$ cat src/rtl/apb_master.sv
// APB initiator bridging the core's single-request load/store port to up to
// NUM_SLAVES peripherals. One transfer in flight at a time; a wait-state
// timeout completes the transfer with an error if the slave never answers.
module apb_master #(
    parameter int          NUM_SLAVES = 4,
    parameter int          SEL_LSB    = 12,
    parameter logic [15:0] BASE_HI    = 16'h4000,
    parameter int          TIMEOUT    = 16
) (
    input  logic                       PCLK,
    input  logic                       rst,
    input  logic                       cpu_req,
    input  logic                       cpu_write,
    input  logic [31:0]                cpu_addr,
    input  logic [31:0]                cpu_wdata,
    output logic                       cpu_busy,
    output logic                       cpu_done,
    output logic [31:0]                cpu_rdata,
    output logic                       cpu_err,
    output logic [31:0]                PADDR,
    output logic                       PWRITE,
    output logic [31:0]                PWDATA,
    output logic [NUM_SLAVES-1:0]      PSEL,
    output logic                       PENABLE,
    input  logic [32*NUM_SLAVES-1:0]   PRDATA,
    input  logic [NUM_SLAVES-1:0]      PREADY,
    input  logic [NUM_SLAVES-1:0]      PSLVERR
);

    // Slave index field width; NUM_SLAVES is expected to be a power of two.
    localparam int         IDX_W       = (NUM_SLAVES > 1) ? $clog2(NUM_SLAVES) : 1;
    localparam logic [7:0] TIMEOUT_LIM = 8'(TIMEOUT);

    localparam logic [2:0] S_IDLE   = 3'd0;
    localparam logic [2:0] S_SETUP  = 3'd1;
    localparam logic [2:0] S_ACCESS = 3'd2;
    localparam logic [2:0] S_DONE   = 3'd3;
    localparam logic [2:0] S_DERR   = 3'd4;

    logic [2:0]            state_reg,   state_next;
    logic [7:0]            cnt_reg,     cnt_next;
    logic [31:0]           paddr_reg,   paddr_next;
    logic [31:0]           pwdata_reg,  pwdata_next;
    logic                  pwrite_reg,  pwrite_next;
    logic [NUM_SLAVES-1:0] psel_reg,    psel_next;
    logic                  penable_reg, penable_next;
    logic                  done_reg,    done_next;
    logic                  err_reg,     err_next;
    logic [31:0]           rdata_reg,   rdata_next;

    logic [IDX_W-1:0]      req_idx;
    logic [IDX_W-1:0]      sel_idx;
    logic [NUM_SLAVES-1:0] req_dec;
    logic [31:0]           prdata_arr [NUM_SLAVES];
    logic                  sel_ready;
    logic                  sel_slverr;
    logic [31:0]           sel_prdata;
    logic                  addr_ok;

    // Index of the incoming request and of the transfer in flight.
    assign req_idx = cpu_addr[SEL_LSB +: IDX_W];
    assign sel_idx = paddr_reg[SEL_LSB +: IDX_W];
    assign addr_ok = (cpu_addr[31:16] == BASE_HI);

    // Per-slave read data slices and one-hot select decode of the request.
    genvar gi;
    generate
        for (gi = 0; gi < NUM_SLAVES; gi++) begin : g_slave
            assign prdata_arr[gi] = PRDATA[32*gi +: 32];
            assign req_dec[gi]    = (req_idx == IDX_W'(gi));
        end
    endgenerate

    // Only the selected slave's handshake and data are observed.
    assign sel_ready  = PREADY[sel_idx];
    assign sel_slverr = PSLVERR[sel_idx];
    assign sel_prdata = prdata_arr[sel_idx];

    // Next-state and next-output logic for the transfer sequence.
    always_comb begin
        state_next   = state_reg;
        cnt_next     = cnt_reg;
        paddr_next   = paddr_reg;
        pwdata_next  = pwdata_reg;
        pwrite_next  = pwrite_reg;
        psel_next    = psel_reg;
        penable_next = penable_reg;
        done_next    = 1'b0;
        err_next     = err_reg;
        rdata_next   = rdata_reg;

        case (state_reg)
            S_IDLE: begin
                if (cpu_req) begin
                    paddr_next  = cpu_addr;
                    pwdata_next = cpu_wdata;
                    pwrite_next = cpu_write;
                    if (addr_ok) begin
                        state_next = S_SETUP;
                        psel_next  = req_dec;
                        cnt_next   = 8'd0;
                    end else begin
                        // Outside the peripheral window: no bus cycle at all.
                        state_next = S_DERR;
                        done_next  = 1'b1;
                        err_next   = 1'b1;
                        rdata_next = 32'd0;
                    end
                end
            end
            S_SETUP: begin
                state_next   = S_ACCESS;
                penable_next = 1'b1;
            end
            S_ACCESS: begin
                if (sel_ready) begin
                    state_next   = S_DONE;
                    psel_next    = '0;
                    penable_next = 1'b0;
                    done_next    = 1'b1;
                    err_next     = sel_slverr;
                    rdata_next   = pwrite_reg ? 32'd0 : sel_prdata;
                end else begin
                    cnt_next = cnt_reg + 8'd1;
                    if (cnt_reg + 8'd1 == TIMEOUT_LIM) begin
                        // Slave is hung: abort and report an error.
                        state_next   = S_DONE;
                        psel_next    = '0;
                        penable_next = 1'b0;
                        done_next    = 1'b1;
                        err_next     = 1'b1;
                        rdata_next   = 32'd0;
                    end
                end
            end
            S_DONE, S_DERR: begin
                state_next = S_IDLE;
            end
            default: begin
                state_next   = S_IDLE;
                psel_next    = '0;
                penable_next = 1'b0;
            end
        endcase
    end

    // State and output registers; reset drops the bus immediately.
    always_ff @(posedge PCLK or posedge rst) begin
        if (rst) begin
            state_reg   <= S_IDLE;
            cnt_reg     <= 8'd0;
            paddr_reg   <= 32'd0;
            pwdata_reg  <= 32'd0;
            pwrite_reg  <= 1'b0;
            psel_reg    <= '0;
            penable_reg <= 1'b0;
            done_reg    <= 1'b0;
            err_reg     <= 1'b0;
            rdata_reg   <= 32'd0;
        end else begin
            state_reg   <= state_next;
            cnt_reg     <= cnt_next;
            paddr_reg   <= paddr_next;
            pwdata_reg  <= pwdata_next;
            pwrite_reg  <= pwrite_next;
            psel_reg    <= psel_next;
            penable_reg <= penable_next;
            done_reg    <= done_next;
            err_reg     <= err_next;
            rdata_reg   <= rdata_next;
        end
    end

    assign cpu_busy  = (state_reg != S_IDLE);
    assign cpu_done  = done_reg;
    assign cpu_rdata = rdata_reg;
    assign cpu_err   = err_reg;
    assign PADDR     = paddr_reg;
    assign PWRITE    = pwrite_reg;
    assign PWDATA    = pwdata_reg;
    assign PSEL      = psel_reg;
    assign PENABLE   = penable_reg;

endmodule
$ cat config.mk
export PLATFORM = sky130hd
export DESIGN_NAME = apb_master
export DESIGN_NICKNAME = d
export VERILOG_FILES = /design/src/rtl/apb_master.sv
export SDC_FILE = /design/constraint.sdc
export NUM_CORES = 1
export LEC_CHECK = 0
export CORE_UTILIZATION = 38
export CTS_CLUSTER_DIAMETER = 30
export DETAILED_ROUTE_END_ITERATION = 10
export PLACE_DENSITY = 0.85
export SYNTH_ARGS = -nofsm -noshare
export SYNTH_HDL_FRONTEND = slang
export SYNTH_SLANG_ARGS = --single-unit
$ cat constraint.sdc
create_clock -name PCLK -period 4.3 [get_ports PCLK]
set_clock_uncertainty 0.2 [all_clocks]
set_input_delay 0.86 -clock PCLK [delete_from_list [all_inputs] [get_ports PCLK]]
set_output_delay 0.86 -clock PCLK [all_outputs]
set_load 0.01 [all_outputs]
==> flow_summary.toml, run 1 <==
[timing]
post-route-period-util = 0.760
hold_ws_ps = 289
rsz0062_at_grt = "false"
tightest_slew_ps = 938
setup_violations = 0
max_freq_mhz = 306
relSlewSlack = 0.374
slew_viol_final = 0
period_minus_slack_ps = 3270
hold_violations = 0
fin_setup_tns_ps = 0

[routing]
wl_per_cell_um = 19.1
dr.first_iter.drc_count = 149
ant_nets = 0
drt-pass1-iter-count = 4
drc = 0
vias_per_cell = 5.14
vias = 4398
routed_wl_mm = 16.4

[min_path]
hold_class = "reg -> reg"

[layout]
final_cells = 856
syn_to_final_growth_pct = 71.2
final_nets = 872
layout-drive-gt1-share = 0.209
fin_util = 0.678
diodes = 0
mostFrequentLayoutCell = "clkdlybuf4s50_1"
final_cell_mix = "clkdlybuf4s50_1, dfrtp_1, mux2_2"
num-fill-cells = 993

[global_route]
grt_pass1_vias = 4727
overflow = 0
grt_max_degree = 60
gr-usage-all-layers = 0.228
grt_antenna_before_repair = 0
grt_pass1_wl_mm = 24.8

[clock_tree]
cts.clk_slew.worst_paths_ps = 50
cts_buffer_depth = 2
postCtsSetupBuffers = 0
insertion_delay_ps = 410
cts_sinks = 115
root_buffer = "clkbuf_16"
ctsHoldBuffers = 0
htreeDepth = 4
cts.repair.resized = 0
tritoncts = "built"
cts_made_buffers = 17

[worst_setup_path]
path_buf_inv = 2
crit_family = "buffers and inverters"
slowest_delay_ps = 810
worst-setup-path-type = "reg -> out"
worstPathCellList = "buf_4, clkdlybuf4s50_1"
worst_ep_arrival_time_ps = 2210
worst_setup_path_start_kind = "flop"
crit_required_ps = 3240
crit_fanout = 20
critPathSlowestCell = "dfrtp_1"
critPathCaptureType = "output port"

[place]
dp_hpwl_mm = 12.9
dp_cells = 824
io_buffers = 308
gp_congestion = 0.805

[power_and_ir_drop]
powerDensity_nw_per_um2 = 365
ir_drop_v = 0.000230
finalPower_mw = 3.33
leakagePower_nw = 3.73

[floorplan]
initial_utilization = 0.396
core-area_um2 = 13500
ios = 309
core.rowCount = 42
die_x_um = 120
die_area_um2 = 14500
die_h_um = 120

[yosys]
synth_area_um2 = 5330
synth-edff-count = 0
netlist.area_leader.share = 0.540
syn_nets = 562
yosys_warnings = 0
syn_avg_cell_area_um2 = 14.9
synth_top_area_cell = "dfrtp_1"
syn_inst = 357
synth_seq_cells = 115
seq_area_frac_synth = 0.540
synthArstFlopShare = 1.00
synth_area_leaders = "dfrtp_1, mux4_2, mux2_2, a22o_1, buf_2"
synthFlopType = "dfrtp_1"
ys_types = 42

[run_status]
status = "complete, no violations"

[flow_run]
cap_violations = 0
[final timing paths]
kind | start | endpoint | slack [ps] | cells after the start
worst max-delay path | PADDR[13] | PADDR[13] | 1030 | 2
worst min-delay path | PSEL[0] | PSEL[0] | 290 | 1
worst max register to register | PADDR[13] | cpu_rdata[0] | 1450 | 5
worst min register to register | PSEL[0] | PSEL[0] | 290 | 1
max in group asynchronous | rst | PWDATA[19] | 2360 | 3
min in group asynchronous | rst | PWDATA[7] | 730 | 2
[worst reg2reg max path, stage by stage (launching register included)]
cell and delay, ps:
dfrtp_1 810, mux4_2 460, nand2_1 90, or2_2 270
inv_1 680, a22o_1 280
[per-layer routing]
| metal | up-vias | track usage | routed length (um) |
|---|---|---|---|
| li1 | 2004 | - | - |
| met4 | 0 | 0.0934 | 408 |
| met1 | 2178 | 0.251 | 5850 |
| met5 | - | 0 | 0 |
| met3 | 31 | 0.0627 | 1050 |
| met2 | 185 | 0.411 | 9050 |
[per-stage QoR]
stage | cell area [um^2] | worst slack, ps
3_5_place_dp | 8560 | 954
5_1_grt | 9130 | 924
4_1_cts | 9130 | 999
2_1_floorplan | 5330 | 196
3_3_place_gp | 8560 | 1050
6_report | 9130 | 1030
[area by class of cell]
| class | instances | area (um^2) | share of cell area |
|---|---|---|---|
| sequential | 115 | 2880 | 0.316 |
| tap | 176 | 220 | 0.0241 |
| multi-input combinational | 214 | 2300 | 0.252 |
| inverter | 4 | 17.5 | 0.00192 |
| timing repair buffer | 315 | 3150 | 0.345 |
| clock buffer | 28 | 517 | 0.0566 |
| clock inverter | 4 | 45.0 | 0.00494 |
[logic make-up (layout without fill, tap and decap cells)]
family | Yosys count | in the layout | share of synthesized area
buffers and inverters | 28 | 351 | 0.0300
muxes | 101 | 101 | 0.285
DFF | 115 | 115 | 0.540
adders and majority gates | 1 | 1 | 0.00235
AOI/OAI and AO/OA | 61 | 61 | 0.0887
xor gates and xnor gates | 1 | 1 | 0.00164
and+or+nand+nor | 50 | 50 | 0.0526
[synthesized netlist by cell type, types with 2 or more instances]
cell type  instances
a21oi_1            6
a22o_1            34
a31oi_1            2
and3_1             3
and4_1             2
buf_2             10
buf_4              3
buf_6              4
clkbuf_1           6
dfrtp_1          115
inv_1              4
mux2_2            66
mux4_2            34
nand2_1           12
nand2b_1           3
nand4_1            2
nor2_1            10
nor2_2             2
nor3_1             3
nor4_1             4
o21ai_0            7
o21ai_1            4
or3b_1             2
[where the power goes]
part	total, mW	internal [mW]	switching [mW]	leakage (nW)
sequential	1.24	1.18	0.0626	1.44
clock	1.32	0.867	0.455	0.278
combinational	0.769	0.507	0.262	2.01
total	3.33	2.55	0.779	3.73
No activity file was read; power rests on OpenSTA's default activity.
==> run 2: changes to the inputs <==
--- a/config.mk
+++ b/config.mk
@@ -5,10 +5,10 @@
 export SDC_FILE = /design/constraint.sdc
 export NUM_CORES = 1
 export LEC_CHECK = 0
-export CORE_UTILIZATION = 38
+export CORE_UTILIZATION = 35
 export CTS_CLUSTER_DIAMETER = 30
 export DETAILED_ROUTE_END_ITERATION = 10
-export PLACE_DENSITY = 0.85
+export PLACE_DENSITY = 0.83
 export SYNTH_ARGS = -nofsm -noshare
 export SYNTH_HDL_FRONTEND = slang
 export SYNTH_SLANG_ARGS = --single-unit
==> constraint.sdc (replaced) <==
create_clock -name PCLK -period 2.91 [get_ports PCLK]
set_clock_uncertainty 0.2 [all_clocks]
set_input_delay 0.582 -clock PCLK [delete_from_list [all_inputs] [get_ports PCLK]]
set_output_delay 0.582 -clock PCLK [all_outputs]
set_load 0.01 [all_outputs]
==> flow_summary.toml, run 2 (synthesis gave the netlist of run 1 again) <==
[clock_tree]
htreeDepth = 4
ctsHoldBuffers = 0
cts_sinks = 115
root_buffer = "clkbuf_16"
cts_made_buffers = 17
postCtsSetupBuffers = 0
cts.clk_slew.worst_paths_ps = 50
tritoncts = "built"
cts.repair.resized = 0
cts_buffer_depth = 2
insertion_delay_ps = 410

[floorplan]
die_x_um = 125
die_h_um = 125
die_area_um2 = 15700
initial_utilization = 0.363
core-area_um2 = 14700
core.rowCount = 44
ios = 309

[layout]
mostFrequentLayoutCell = "clkdlybuf4s50_1"
final_nets = 874
layout-drive-gt1-share = 0.217
syn_to_final_growth_pct = 73.4
diodes = 0
final_cell_mix = "clkdlybuf4s50_1, dfrtp_1, mux2_2"
finalInstanceArea_um2 = 9240

[place]
dpl_cell_area_um2 = 8610
dp_slack_ps = 214
gp_congestion = 0.915
io_buffers = 308
dp_hpwl_mm = 13.2

[global_route]
overflow = 0
gr-usage-all-layers = 0.222
grt_max_degree = 49
grt_pass1_wl_mm = 26.3
grt_pass1_vias = 4934
grt_antenna_before_repair = 0

[timing]
hold_violations = 0
period_minus_slack_ps = 2640
rsz0062_at_grt = "false"
max_freq_mhz = 379
relSlewSlack = 0.626
tightest_slew_ps = 561
hold_ws_ps = 277
setup_violations = 0
fin_setup_tns_ps = 0
setup_ws_ps = 269
post-route-period-util = 0.908
slew_viol_final = 0

[power_and_ir_drop]
ir_drop_v = 0.000381
seq_power_share = 0.353
power.share.switching = 0.231
powerDensity_nw_per_um2 = 561
clkPwrFrac = 0.426
comb_power_share = 0.221
p_int_mw = 3.99
leakagePower_nw = 3.78
power_switching_mw = 1.20

[worst_setup_path]
crit_fanout = 10
worst_setup_path_start_kind = "flop"
worst_ep_arrival_time_ps = 1860
crit_required_ps = 2130
rrSetupSlack_ps = 660
worst-setup-path-type = "reg -> out"
critPathCaptureType = "output port"

[routing]
dr.first_iter.drc_count = 224
drt-pass1-iter-count = 9
wl_per_cell_um = 19.3
vias = 4425
ant_nets = 0
drc = 7
vias_per_cell = 5.11
routed_wl_mm = 16.7

[flow_run]
cap_violations = 0

[min_path]
hold_class = "reg -> reg"

[run_status]
status = "finished, violations left"
violations = "design-rule violations"
-- run 2: critical path: stages (launching register included) --
cell             delay (ps)
dfrtp_1                 510
or3_1                   450
clkdlybuf4s50_1         490
-- run 2: per-stage QoR --
step	instances	util	power [mW]
after floorplan	357	-	2.35
after global placement	834	0.586	2.98
after detailed placement	834	0.586	3.02
after CTS	866	0.629	5.24
after global routing	866	0.629	5.40
final	866	0.629	5.19
-- run 2: final timing paths --
check,start,to,depth (start not counted)
setup / recovery,state_reg[1],cpu_busy,2
hold / removal,PSEL[0],PSEL[0],1
setup reg to reg,state_reg[1],cnt_reg[5],5
hold reg to reg,PSEL[0],PSEL[0],1
max in group asynchronous,rst,cpu_done,3
min in group asynchronous,rst,PWDATA[10],2
-- run 2: layer usage --
metal / GRT usage / vias up / routed length (um)
li1: - / 2008 / -
met2: 0.407 / 184 / 9120
met4: 0.0983 / 0 / 403
met1: 0.243 / 2200 / 6250
met5: 0 / - / 0
met3: 0.0556 / 33 / 966
-- run 2: power by group through the flow --
stage               Combinational, mW  Clock (mW)  Sequential (mW)
CTS                              1.16        2.24             1.83
floorplan                       0.447           0             1.90
finish                           1.15        2.21             1.83
global route                     1.22        2.34             1.85
detailed placement               1.16           0             1.86
global placement                 1.13           0             1.85
-- run 2: layout make-up --
type | instances | area [um^2]
Fill cell | 1097 | 5460
Clock buffer | 22 | 474
Tap cell | 184 | 230
Clock inverter | 10 | 154
Sequential cell | 115 | 2880
Inverter | 4 | 18.8
Multi-Input combinational cell | 214 | 2300
Timing Repair Buffer | 317 | 3190
==> run 3: changes to the inputs <==
--- a/config.mk
+++ b/config.mk
@@ -5,10 +5,10 @@
 export SDC_FILE = /design/constraint.sdc
 export NUM_CORES = 1
 export LEC_CHECK = 0
-export CORE_UTILIZATION = 35
+export CORE_UTILIZATION = 38
 export CTS_CLUSTER_DIAMETER = 30
 export DETAILED_ROUTE_END_ITERATION = 10
-export PLACE_DENSITY = 0.83
+export PLACE_DENSITY = 0.85
 export SYNTH_ARGS = -nofsm -noshare
 export SYNTH_HDL_FRONTEND = slang
 export SYNTH_SLANG_ARGS = --single-unit
==> constraint.sdc (replaced) <==
create_clock -name PCLK -period 2.8 [get_ports PCLK]
set_clock_uncertainty 0.2 [all_clocks]
set_input_delay 0.56 -clock PCLK [delete_from_list [all_inputs] [get_ports PCLK]]
set_output_delay 0.56 -clock PCLK [all_outputs]
set_load 0.01 [all_outputs]
==> flow_summary.toml, run 3 (synthesis gave the netlist of run 1 again) <==
[timing]
period_minus_slack_ps = 2560
hold_violations = 0
hold_ws_ps = 290
max_freq_mhz = 391
post-route-period-util = 0.914
relSlewSlack = 0.575
tightest_slew_ps = 637
slew_viol_final = 0
setup_violations = 0
fin_setup_tns_ps = 0
rsz0062_at_grt = "false"

[clock_tree]
cts_sinks = 115
insertion_delay_ps = 400
postCtsSetupBuffers = 0
tritoncts = "built"
root_buffer = "clkbuf_16"
cts.clk_slew.worst_paths_ps = 50
htreeDepth = 4
cts_made_buffers = 17
cts_buffer_depth = 2
cts.repair.resized = 0
ctsHoldBuffers = 0

[worst_setup_path]
critPathCaptureType = "output port"
critPathSlowestCell = "dfrtp_1"
crit_fanout = 10
worst_ep_arrival_time_ps = 1800
rrSetupSlack_ps = 580
worst-setup-path-type = "reg -> out"
worst_setup_path_start_kind = "flop"
r2r_cells = 6
slowest_delay_ps = 490
r2r-end = "cpu_rdata[0]"
worstPathCellList = "or3_1, clkdlybuf4s50_1"
r2r_start = "state_reg[1]"
crit_required_ps = 2040

[power_and_ir_drop]
leakagePower_nw = 3.74
power.share.switching = 0.235
seq_power_share = 0.376
finalPower_mw = 5.04
power_switching_mw = 1.18
powerDensity_nw_per_um2 = 552
p_int_mw = 3.86
clkPwrFrac = 0.387
comb_power_share = 0.237
ir_drop_v = 0.000472

[min_path]
hold_depth = 1
min_from = "cnt_reg[7]"
min_to = "cnt_reg[7]"
hold_class = "reg -> reg"

[place]
dp_hpwl_mm = 12.6
gp_congestion = 0.823
io_buffers = 308

[layout]
layout-drive-gt1-share = 0.211
syn_to_final_growth_pct = 71.5
final_cell_mix = "clkdlybuf4s50_1, dfrtp_1, mux2_2"
diodes = 0
final_nets = 873
mostFrequentLayoutCell = "clkdlybuf4s50_1"
fin_util = 0.680

[routing]
drc = 0
drt-pass1-iter-count = 4
vias = 4447
ant_nets = 0
wl_per_cell_um = 19.1
routed_wl_mm = 16.3
dr.first_iter.drc_count = 162
vias_per_cell = 5.19

[global_route]
overflow = 0
grt_max_degree = 116
grt_pass1_wl_mm = 25.0
grt_pass1_vias = 4761
grt_antenna_before_repair = 0
gr-usage-all-layers = 0.230

[floorplan]
die_x_um = 120
core.rowCount = 42
die_h_um = 120
ios = 309
die_area_um2 = 14500
core-area_um2 = 13500
initial_utilization = 0.396

[run_status]
status = "complete, no violations"

[flow_run]
cap_violations = 0
-- run 3: worst max-delay path by stage --
stage / startpoint / endpoint / slack (ps) / cells past startpoint
finish: state_reg[1] / cpu_busy / 240 / 2
global route: state_reg[1] / cpu_busy / 160 / 2
CTS: state_reg[1] / cpu_busy / 220 / 2
floorplan: rst / PADDR[0] / 640 / 1
global placement: cpu_req / PWDATA[27] / 170 / 5
detailed placement: cpu_req / PADDR[15] / 90 / 5
-- run 3: worst max-delay path: cells and delay by family (launching register included) --
family / cells / cell delay, ps
DFF: 1 / 490
and+or+nand+nor: 1 / 410
buffers and inverters: 1 / 490
-- run 3: routing by layer --
metal / vias up / wire [um] / GRT usage
li1: 1997 / - / -
met1: 2220 / 5660 / 0.243
met2: 206 / 9200 / 0.425
met3: 24 / 1170 / 0.0759
met4: 0 / 307 / 0.0795
met5: - / 0 / 0
-- run 3: power by group through the flow --
stage	logic [mW]	registers, mW	clock network (mW)
detailed placement	1.20	1.92	0
global route	1.27	1.91	2.07
global placement	1.18	1.91	0
finish	1.19	1.90	1.95
floorplan	0.465	1.97	0
CTS	1.21	1.90	2.00
-- run 3: cell type report --
class | instances | area, um^2
flip-flops and latches | 115 | 2880
clock buffers | 28 | 527
fillers | 978 | 4310
multi-input cells | 214 | 2300
repair buffers | 316 | 3180
inverters | 4 | 18.8
clock inverters | 4 | 20.0
well taps | 176 | 220
-- run 3: per-stage QoR --
| stage | instances | worst slack (ps) | area (um^2) |
|---|---|---|---|
| finish | 857 | 241 | 9140 |
| global route | 857 | 165 | 9140 |
| CTS | 857 | 216 | 9140 |
| detailed placement | 825 | 90.5 | 8600 |
| global placement | 825 | 169 | 8600 |
| floorplan | 357 | 641 | 5340 |
==> edit 1, RTL diff (settings of run 3) <==
The parameter `NUM_SLAVES` goes from 4 to 2.
--- a/src/rtl/apb_master.sv
+++ b/src/rtl/apb_master.sv
@@ -4,3 +4,3 @@
 module apb_master #(
-    parameter int          NUM_SLAVES = 4,
+    parameter int          NUM_SLAVES = 2,
     parameter int          SEL_LSB    = 12,
Interface: changed (resized PRDATA, PREADY, PSEL and PSLVERR); port bits go from 309 to 239. No check against the original RTL was run, so the function may have changed too.
==> edit 1 against run 3 <==
Global-route usage shrank 3.7 points. Largest power group unchanged. Cell area shrank 9.6%. Wire length shrank 21%. First-iteration DRC count grew 14%. Area after synthesis shrank 4.9%. Sequential cell count shrank 2. Setup slack lost 0.12 ns. Non-clock buffer count shrank 68. Total power grew 2.5%. Critical path depth grew 1.
==> edit 1: results (changes against run 3) <==
Drt
  • Met2 routed WL: 6270 um (-32%)
  • Initial DRC count: 184 (+14%)
  • Met3 wire len: 1280 um (+9.9%)
  • Via count: 3,837 (-14%)
  • Routed met1 length: 5180 um (-8.5%)
  • Drt wl/cell: 16.6 um (-13%)

Worst setup path
  • Worst Path Max Fanout: 10 (unchanged)
  • R2R cell count: 4 (-2)
  • RR Endpoint: cpu_rdata[8]$_DFFE_PP0P_
  • Crit-path max cell delay: 0.51 ns (+0.02 ns)
  • Reg2reg setup slack: 0.52 ns (-0.06 ns)
  • Worst path top cell family by delay: buffers and inverters
  • Slowest-stage cell, CP: clkdlybuf4s50_1

Placed design
  • DP Area: 0.00762 sq mm (-11%)
  • Buffers on Ports: 238 (-23%)
  • Detailed placement HPWL: 9290 um (-27%)
  • GPL Wtd Cong: 0.773 (-6.0%)

GRT
  • Global-route wire length before repair: 21,100 um (-16%)
  • Routing usage on met2: 31.8% (-11 points)
  • Largest net degree at the start of global routing: 114 (-1.7%)
  • GR Util met1: 22.3% (-2.1 points)
  • GRT Overall Usage: 19.3% (-3.7 points)
  • Vias in the first global route: 4,203 (-12%)

Synth
  • Post-synthesis xor/xnor area fraction: 0.173% (+0.0085 points)
  • Adder-cell share of the synthesized area: 0.247% (+0.012 points)
  • Most frequent cells after synthesis: dfrtp_1, mux2_2, mux2i_1, o2bb2ai_2, nand2_1
  • Synth area leaders: dfrtp_1, mux2_2, o2bb2ai_2
  • Most frequent cell after synthesis: dfrtp_1
  • Mux contribution to synthesized area: 21.0% (-7.5 points)
  • Syn_nets: 486 (-14%)
  • Ys async rst share: 100% (unchanged)
  • Compound-cell area share of the yosys netlist: 14.0% (+5.1 points)
  • Sequential element share of the synthesized area: 55.8% (+1.8 points)

Pwr
  • Worst VDD drop: 0.431 mV (-8.7%)
  • Sequential power: around 0.0019 W
  • P_leak: 3.42 nW (-8.4%)
  • Sequential share of power: 36.1% (-1.5 points)
  • Clk pwr: 0.00234 W (+20%)
  • Switch Pwr: 0.00117 W (-1.4%)

Timing
  • Hold WS: 0.294 ns (+0.00387 ns)
  • Worst Max-Slew Pin Slew: 0.582 ns (-0.0552 ns)

Run status
  • Status: completed

Hold path
  • Min-Delay Endpoint: cpu_rdata[31]$_DFFE_PP0P_
  • Worst hold start: cpu_rdata[31]$_DFFE_PP0P_

Layout
  • Layout Nets: 731 (-16%)
  • Layout cell share with drive strength beyond 1: 23.2% (+2.1 points)

Clock tree
  • Number of CTS-inserted buffers: 17 (unchanged)
-- edit 1: cell count changes in the layout (fill, tap and decap cells not counted), moves of 3 or more --
cell | before | now
inv_1 | 3 | 8
a22o_1 | 34 | 1
mux4_2 | 34 | 0
mux2i_1 | 1 | 33
o21ai_0 | 7 | 10
clkdlybuf4s50_1 | 308 | 238
bufinv_16 | 0 | 5
o21ai_1 | 4 | 0
nor2_1 | 10 | 4
o2bb2ai_2 | 0 | 28
clkbuf_8 | 6 | 2
nor3_1 | 3 | 6
and3_1 | 3 | 0
o2bb2ai_1 | 1 | 4
-- edit 1: final cells by class --
cell class,instances,area [sq um]
tap,172,215
multi-input combinational,205,2030
sequential,113,2830
clock buffer,22,464
inverter,9,37.5
timing repair buffer,248,2510
fill,920,4560
clock inverter,10,181
-- edit 1: stage by stage --
step | setup slack [ns] | std cells
CTS | 0.123 | 779
global placement | 0.0460 | 747
detailed placement | 0.0423 | 747
global route | 0.00162 | 779
floorplan | 0.590 | 349
finish | 0.124 | 779
==> edit 2, RTL diff (flow settings as in run 3) <==
Without the edit above. Put one more register stage on the output `cpu_err`, without a reset. The value now appears one clock later. The other outputs are not delayed to match.
--- a/src/rtl/apb_master.sv
+++ b/src/rtl/apb_master.sv
@@ -176,3 +176,5 @@
     assign cpu_rdata = rdata_reg;
-    assign cpu_err   = err_reg;
+    always_ff @(posedge PCLK) begin
+        cpu_err <= err_reg;
+    end
     assign PADDR     = paddr_reg;
Function: changed (Yosys sat finds a counterexample within 4 cycles, from zero or initial values and one cycle with rst high).
==> edit 2 against run 3 <==
Cell area is 1.5% higher. Maximum frequency is 0.74% lower. Count of clock-buffer cells in the layout is 4 lower. Core utilization is 0.76 points higher. Area after synthesis is 0.38% higher. Total power is 8.2% higher. Die area is 0.37% higher. Sequential cell count is 1 higher. Setup slack worse by 0.019 ns. Wire length is 5.5% higher. Largest cell class unchanged. Highest routed layer unchanged.
==> edit 2: results (changes against run 3) <==
Run status
  • Status: completed

GRT
  • Met3 GRT Util: 5.52% (-2.1 points)
  • GRT Overall Usage: 24.4% (+1.3 points)
  • Routing usage on met2: 43.5% (+1.0 points)
  • Vias in the first global route: 4,956 (+4.1%)
  • Global-route wire length before repair: 26,400 um (+5.5%)
  • Largest net degree at the start of global routing: 116 (unchanged)
  • GR Util met1: 27.7% (+3.3 points)

Synth
  • Sequential element share of the synthesized area: 54.2% (+0.17 points)
  • Synth area leaders: dfrtp_1, mux4_2, mux2_2
  • Ys async rst share: 99.1% (-0.86 points)
  • Syn_nets: 563 (+0.18%)
  • Syn avg cell area: 14.9 sq um (about the same)
  • Yosys cell types: 43 (+2.4%)

Drt
  • Initial DRC count: 181 (+12%)
  • Overall routed net length: 17,200 um (+5.5%)
  • Vias per cell: 5.23 (+0.73%)

Clock tree
  • Worst skew pair latency: 0.40 ns (about the same)
  • H-tree levels: 4 (unchanged)

Layout
  • Layout cell share with drive strength beyond 1: 21.7% (+0.52 points)
  • Layout Cells excl Fill: 859 (+0.23%)
  • Layout Nets: 875 (+0.23%)
  • Ant diodes: 0 (unchanged)
  • Filler Cells Inserted: 933 (-4.6%)

Placed design
  • DP Area: 0.00864 sq mm (+0.47%)
  • Detailed placement HPWL: 13,300 um (+5.0%)
  • GPL Wtd Cong: 0.868 (+5.5%)
  • Placed cells: 827 (+0.24%)

Pwr
  • Switch Pwr: 0.00124 W (+4.4%)
  • P_leak: 3.80 nW (+1.7%)
  • Worst VDD drop: 0.513 mV (+8.6%)

Timing
  • Slew margin rel.: 59.3% (+1.8 points)

Worst setup path
  • WP data arrival: 1.82 ns (+0.02 ns)
[edit 2: changes by cell type after synthesis, sizes merged]
cell / before / now
dfxtp: 0 / 1
[edit 2: through the flow]
| step | util (%) | hold slack [ns] | setup slack, ns |
|---|---|---|---|
| 4_1_cts | 68.7 | 0.192 | 0.202 |
| 6_report | 68.7 | 0.194 | 0.222 |
| 3_5_place_dp | 64.0 | 0.183 | 0.0877 |
| 3_3_place_gp | 64.0 | 0.177 | 0.133 |
| 2_1_floorplan | - | 0.148 | 0.641 |
| 5_1_grt | 68.7 | 0.199 | 0.152 |
[edit 2: path summary, 6_finish.rpt]
check / cells after the start / slack [ns] / to / from
min in group asynchronous: 3 / 0.50 / PWDATA[9]$_DFFE_PP0P_ / rst
max reg2reg: 4 / 0.51 / cpu_rdata[20]$_DFFE_PP0P_ / PADDR[12]$_DFFE_PP0P_
min: 0 / 0.19 / cpu_err$_DFF_P_ / err_reg$_DFFE_PP0P_
max: 2 / 0.22 / cpu_busy / state_reg[1]$_DFFE_PP0P_
max in group asynchronous: 3 / 1.46 / PADDR[12]$_DFFE_PP0P_ / rst
min reg2reg: 0 / 0.19 / cpu_err$_DFF_P_ / err_reg$_DFFE_PP0P_
[edit 2: cell families (layout without fill, tap and decap cells)]
family / Yosys count / in the layout / share of synthesized area [%]
AOI/OAI and AO/OA: 61 / 61 / 8.84
xor gates and xnor gates: 1 / 1 / 0.164
adders and majority gates: 1 / 1 / 0.234
buffers and inverters: 28 / 353 / 2.99
DFF: 116 / 116 / 54.2
muxes: 101 / 101 / 28.4
and+or+nand+nor: 50 / 50 / 5.24
[edit 2: worst max-delay path, cell delays in order, from the launching register on]
cell and delay [ns]:
dfrtp_1 0.49, or3_1 0.43, clkdlybuf4s50_1 0.49
[edit 2: layout make-up]
class	instances	area share, %
Clock buffer	24	5.41
Clock inverter	8	1.55
Inverter	4	0.202
Multi-Input combinational cell	214	24.8
Sequential cell	116	31.2
Tap cell	176	2.37
Timing Repair Buffer	317	34.5
[edit 2: power by group through the flow]
stage / sequential [W] / clock (W) / combinational, W
after floorplan: 0.00199 / 0 / 0.000465
after global placement: 0.00194 / 0 / 0.00118
after detailed placement: 0.00195 / 0 / 0.00121
after CTS: 0.00192 / 0.00238 / 0.00122
after global routing: 0.00194 / 0.00246 / 0.00127
final: 0.00192 / 0.00233 / 0.00120
[edit 2: per-layer routing]
layer,up-vias,wire [um]
li1,2011,-
met1,2253,6450
met2,190,9460
met3,36,885
met4,0,434
met5,-,0
